<file path="src/rtl/fifo_wr_arbiter.sv">
// Burst-locked round-robin arbiter sharing one registered FIFO write port
// between NUM_REQ streaming requesters.
module fifo_wr_arbiter #(
  parameter int NUM_REQ   = 4,
  parameter int IF_WIDTH  = 256,
  parameter int BURST_LEN = 16,
  parameter int ID_W      = 2
) (
  input  logic                         clk,
  input  logic                         rst_n,
  input  logic [NUM_REQ-1:0]           req_valid,
  input  logic [NUM_REQ-1:0]           req_last,
  input  logic [NUM_REQ*IF_WIDTH-1:0]  req_data,
  output logic [NUM_REQ-1:0]           req_ready,
  output logic [IF_WIDTH-1:0]          fifo_b_wrdata,
  output logic                         fifo_b_wren,
  input  logic                         fifo_b_full,
  input  logic                         fifo_b_almostfull,
  output logic [ID_W-1:0]              grant_id,
  output logic                         busy
);
  localparam int CNT_W = $clog2(BURST_LEN);

  typedef enum logic {IDLE, BURST} state_t;

  state_t                            state, state_nxt;
  logic [ID_W-1:0]                   rr_ptr, rr_nxt, pick, idx;
  logic                              pick_vld;
  logic [CNT_W-1:0]                  beat_cnt;
  logic                              space, g_valid, g_last, xfer, burst_end;
  logic [NUM_REQ-1:0][IF_WIDTH-1:0]  req_lane;
  int unsigned                       cand;

  assign req_lane  = req_data;
  assign busy      = (state == BURST);
  // Stopping on almostfull keeps the one in-flight registered write legal.
  assign space     = !fifo_b_full && !fifo_b_almostfull;
  assign g_valid   = req_valid[grant_id];
  assign g_last    = req_last[grant_id];
  assign xfer      = busy && space && g_valid;
  assign burst_end = (xfer && (g_last || beat_cnt == CNT_W'(BURST_LEN-1))) ||
                     (busy && !g_valid);
  assign rr_nxt    = (grant_id == ID_W'(NUM_REQ-1)) ? '0 : grant_id + ID_W'(1);

  for (genvar i = 0; i < NUM_REQ; i++) begin : g_rdy
    assign req_ready[i] = busy && space && (grant_id == ID_W'(i));
  end

  // Scan from the highest offset down so the candidate nearest rr_ptr wins.
  always_comb begin
    pick     = '0;
    pick_vld = 1'b0;
    cand     = 0;
    idx      = '0;
    for (int k = NUM_REQ-1; k >= 0; k--) begin
      cand = (int'(rr_ptr) + k) % NUM_REQ;
      idx  = ID_W'(cand);
      if (req_valid[idx]) begin
        pick     = idx;
        pick_vld = 1'b1;
      end
    end
  end

  always_comb begin
    state_nxt = state;
    case (state)
      IDLE:    if (pick_vld)  state_nxt = BURST;
      BURST:   if (burst_end) state_nxt = IDLE;
      default:                state_nxt = IDLE;
    endcase
  end

  always_ff @(posedge clk) begin
    if (!rst_n) state <= IDLE;
    else        state <= state_nxt;
  end

  always_ff @(posedge clk) begin
    if (!rst_n) begin
      fifo_b_wren   <= 1'b0;
      fifo_b_wrdata <= '0;
      grant_id      <= '0;
      rr_ptr        <= '0;
      beat_cnt      <= '0;
    end else begin
      fifo_b_wren <= xfer;
      if (xfer) begin
        fifo_b_wrdata <= req_lane[grant_id];
        beat_cnt      <= beat_cnt + CNT_W'(1);
      end
      if (state == IDLE && pick_vld) begin
        grant_id <= pick;
        beat_cnt <= '0;
      end
      if (burst_end) rr_ptr <= rr_nxt;
    end
  end
endmodule
</file>
<file path="config.mk">
export PLATFORM = sky130hd
export DESIGN_NAME = fifo_wr_arbiter
export DESIGN_NICKNAME = d
export VERILOG_FILES = /design/src/rtl/fifo_wr_arbiter.sv
export SDC_FILE = /design/constraint.sdc
export NUM_CORES = 1
export LEC_CHECK = 0
export ABC_CLOCK_PERIOD_IN_PS = 3860
export BUFFER_PORTS_ARGS = -buffer_cell sky130_fd_sc_hd__buf_2
export CORE_AREA = 2 2 508 510
export CTS_CLUSTER_DIAMETER = 150
export DETAILED_ROUTE_END_ITERATION = 12
export DIE_AREA = 0 0 510 512
export PLACE_DENSITY_LB_ADDON = 0.2
export SYNTH_ARGS = -nofsm -noshare
export SYNTH_HDL_FRONTEND = slang
export SYNTH_SLANG_ARGS = --single-unit
</file>
<file path="constraint.sdc">
create_clock -name clk -period 3.86 [get_ports clk]
set_input_delay 0.772 -clock clk [delete_from_list [all_inputs] [get_ports clk]]
set_output_delay 0.772 -clock clk [all_outputs]
set_load 0.01 [all_outputs]
</file>
# Word-level counts from Yosys, hierarchy flattened
# Cells that the tools add are included.
# totals
register_bits	266
latchBits	0
mem_bits_rw	0
romBits	0
in_bits	1036
output_inout_bits	264
word_cells	65
mem_count	0
# op_classes
add_sub_neg	5
mul	0
div_mod_pow	0
magnitude_cmp	5
eq_ne	4
shifts	0
n_mux	26
bitwise_logic	2
reduce_logical	17
# ops
cell	count
$bmux 256 s2	1
$mux 256	1
$lt 2x3->1 const B	5
$bmux 1 s2	6
$mux 1	12
$logic_and 1x1->1	10
$mux 2	5
$add 2x1->2 const B	2
$add 2x2->2 const B	2
$add 4x1->4 const B	1
$eq 2x2->1 const B	2
$eq 4x4->1 const B	1
$logic_not 1->1	3
$eq 2x1->1 const B	1
$logic_not 2->1	1
$logic_or 1x1->1	2
$not 1->1	2
$pmux 1 s2	1
$reduce_or 2->1	1

# Depth between registers and ports, before layout
# depth
ltp_word	9
depth_mapped	8
ltp_nobuf	5

# Least setup slack after synthesis
# No wires, ideal clock.
# synth_path
path_kind	flip-flop to output port
startpoint	reg grant_id[0]
endpoint	out req_ready[0]
t_arrival_ps	1621
required_ps	3088
setup_slack_ps	1467
path_stages_with_launch	7
n_path_buf	3
cell_sequence	dfxtp_1 buf_2 buf_2 buf_2 inv_1 ha_1 and2_1
# synth_between
elab_chain_cells	2
# synth_rtl
element	line_no	rtl
from (decl)	19	output logic [ID_W-1:0] grant_id,
from (signal assigned)	93	grant_id <= pick;
$logic_not 2->1	46	assign req_ready[i] = busy && space && (grant_id == ID_W'(i));
$logic_and 1x1->1	46	
to (decl)	14	output logic [NUM_REQ-1:0] req_ready,
# No other way between the ends.

# Worst setup path in the final report
# layout_path
startpoint	reg state, in the netlist busy
endpoint	out req_ready[3]
# layout_between
elab_chain_cells	2
# layout_rtl
element	line_no	rtl
from (decl)	26	state_t state, state_nxt;
from (signal assigned)	76	else state <= state_nxt;
$logic_and 1x1->1 (2 in series)	46	
# No other way between the ends.

==> results.py <==
metrics = {
    "outcome": {
        "status": "complete, no violations",
    },
    "placement": {
        "dp_hpwl_um": 143000,
        "globalplace.congestion": 0.984,
        "port_buffers": 1299,
        "dp_cells": 6114,
        "placed_cell_area_um2": 26300,
    },
    "yosys": {
        "synth-xor-area-share_pct": 0.169,
        "ys_ff_latch": 266,
        "synth_top_family_by_area": "multiplexers",
        "synth-async-reset-ratio_pct": 0,
        "seq_area_frac_synth_pct": 34.2,
        "yosys.area_share.simple_pct": 13.3,
        "netlist_top_cells_area": "mux4_2 37%, dfxtp_1 34%, nand2_1 12%",
        "syn-instance-count": 1495,
        "yosysTopAreaCellShare_pct": 37.3,
        "synth_top_area_cell": "mux4_2",
        "avgSynthCellArea_um2": 10.4,
        "synthTopCellsByCount": "517 x nand2_1, 266 x dfxtp_1, 264 x a21oi_1, 258 x mux4_2, 57 x clkbuf_1",
        "synth_mux_area_share_pct": 37.3,
        "synth-compound-area-share_pct": 9.01,
        "yosysMostFrequentCell": "nand2_1",
        "synth_cell_types": 28,
        "synth_flop_cell": "dfxtp_1",
        "syn_area_um2": 15600,
        "synth_adder_area_share_pct": 0.402,
        "syn_nets": 2536,
        "synth_edf_count": 0,
        "yosys_warnings": 0,
    },
    "global_routing": {
        "first_global_vias": 19041,
        "grtUsageMet2_pct": 19.5,
        "antenna_found_initial": 196,
        "top_usage_layer": "met2",
        "grt_max_degree": 89,
        "grt_usage_pct": 11.8,
        "grtUsageMet1_pct": 12.6,
        "grt_pass1_wl_um": 200000,
        "met3_usage_pct": 6.41,
        "gr-total-overflow": 0,
    },
    "clocking": {
        "cts-resized-gates": 0,
        "cts_made_buffers": 40,
        "cts_setup_buffers": 0,
        "cts.sinks": 266,
        "cts.htree.levels": 2,
        "cts_tree": "done",
        "clkTransAtPathRegs_ns": 0.05,
        "insertion_delay_ns": 0.64,
        "cts_buffer_depth": 3,
        "cts_root_buffer": "clkbuf_16",
        "hold_buffers": 0,
    },
    "power_and_ir_drop": {
        "pwr-share-seq_pct": 33.2,
        "p_sw_share_pct": 30.5,
        "p_sw_mw": 2.64,
        "power.internal_mw": 6.04,
        "ir_worst_vdd_uv": 239,
        "p_leak_nw": 10.8,
        "clkPwrFrac_pct": 43.5,
        "p_per_area_nw_per_um2": 314,
        "comb_power_share_pct": 23.3,
    },
    "die": {
        "num_rows": 186,
        "coreArea_um2": 256000,
        "die_h_um": 512,
        "fp.dieW_um": 510,
        "dieArea_um2": 261000,
        "io_pins": 1300,
        "initial_utilization_pct": 6.09,
    },
    "detailed_routing": {
        "drt-total-wl_um": 162000,
        "drc_errors": 0,
        "vias_per_cell": 3.04,
        "firstDrtPassIters": 5,
        "antenna_left": 0,
        "drt_iter0_drc": 1158,
        "vias": 18991,
        "routedWlPerCell_um": 25.9,
    },
    "hold_path": {
        "holdPathStages": 2,
        "hold_class": "reg2reg",
    },
    "critical_path": {
        "path_max_fanout": 7,
        "crit_path_start_kind": "flip-flop",
        "ff2ff_path_depth": 6,
        "arrival_ns": 2.22,
        "endpoint_kind": "output pin",
        "crit_type": "reg2out",
        "crit_required_ns": 3.09,
    },
    "timing": {
        "fmax_mhz": 334,
        "fin_tns_setup_ns": 0,
        "setup_viol_count_final": 0,
        "rsz0062_at_grt": "no",
        "hold_viol_final": 0,
        "fin_crit_ns": 2.99,
        "finalCritPeriodShare_pct": 77.5,
        "final.setup_skew_ns": 0.0279,
        "slew-limit-headroom_pct": 45.8,
        "timing_max_transition_violations_final": 0,
        "tightest_slew_ns": 0.813,
    },
    "flow_run": {
        "drv_cap": 0,
    },
    "layout": {
        "utilization_pct": 10.8,
        "final_area_um2": 27700,
        "synthToLayoutAreaGrowth_pct": 77.8,
        "layout-drive-gt1-share_pct": 60.6,
        "final-instance-count-excl-fill": 6256,
        "nets": 3813,
    },
}
cells in the final DEF (no fill, tap or decap), types with 2 or more instances in the layout:
cell       netlist  layout
clkbuf_8         0       6
dfxtp_1        266     264
nand2_1        517     517
bufinv_16        0       2
buf_4           23      64
a211o_1          3       3
buf_2           37    1299
xor2_1           2       2
inv_1            5       5
and2_1           5       4
a21o_1           2       2
and3_1           2       2
clkbuf_1        57      15
buf_12           0      15
o221ai_1         2       2
nor2_1           7       7
ha_1             5       5
a21oi_1        264     264
mux4_2         258     258
nand3_1          5       5
diode_2          0      74
dfxtp_4          0       2
clkinv_2         0       3
clkbuf_16        0      41
registers in the layout, indices dropped and copies added (netlist names):
signal / cells
busy: 1
fifo_b_wren: 1
rr_ptr: 2
grant_id: 2
fifo_b_wrdata: 256
beat_cnt: 4
through the flow:
step / power (mW) / setup slack (ns) / hold WS [ns]
after global routing: 9.09 / 0.683 / 0.465
after CTS: 8.96 / 0.675 / 0.451
after global placement: 5.03 / 1.15 / 0.439
after floorplan: 3.86 / 1.47 / 0.449
after detailed placement: 5.03 / 1.12 / 0.443
final: 8.68 / 0.867 / 0.449
metal layers:
layer / vias up / share of wire (%)
met5: - / 0.51
met1: 9083 / 36
met3: 357 / 13
met2: 1299 / 46
li1: 8130 / -
met4: 122 / 3.7
power by group through the flow:
stage	sequential [mW]	clock, mW	combinational [mW]
3_5_place_dp	2.94	0	2.08
4_1_cts	2.89	3.98	2.09
5_1_grt	2.89	4.03	2.17
2_1_floorplan	2.94	0	0.922
6_report	2.88	3.77	2.03
3_3_place_gp	2.94	0	2.09
critical path, stage by stage (launching register included):
cell	delay, ns
dfxtp_1	0.56
nor3b_2	0.61
and2_1	0.27
buf_2	0.16
layout make-up:
| class | instances | area, um^2 |
|---|---|---|
| antenna | 74 | 185 |
| clock buffer | 62 | 1160 |
| clock inverter | 6 | 82.6 |
| fill | 29885 | 228000 |
| inverter | 6 | 30.0 |
| multi-input combinational | 1080 | 9390 |
| sequential | 266 | 5330 |
| tap | 3384 | 4230 |
| timing repair buffer | 1378 | 7280 |
cells by family after synthesis:
group | after synthesis
compound gates | 274
xor+xnor | 3
fa+ha+maj | 5
buf+inv | 149
flops | 266
mux | 258
simple gates | 540
final timing paths:
| check | endpoint | slack, ns | start |
|---|---|---|---|
| setup / recovery | req_ready[3] | 0.87 | busy |
| hold / removal | fifo_b_wrdata[58] | 0.45 | fifo_b_wrdata[58] |
| setup reg to reg | fifo_b_wrdata[85] | 1.33 | grant_id[0] |
| hold reg to reg | fifo_b_wrdata[58] | 0.45 | fifo_b_wrdata[58] |
No activity file was read; power rests on OpenSTA's default activity.
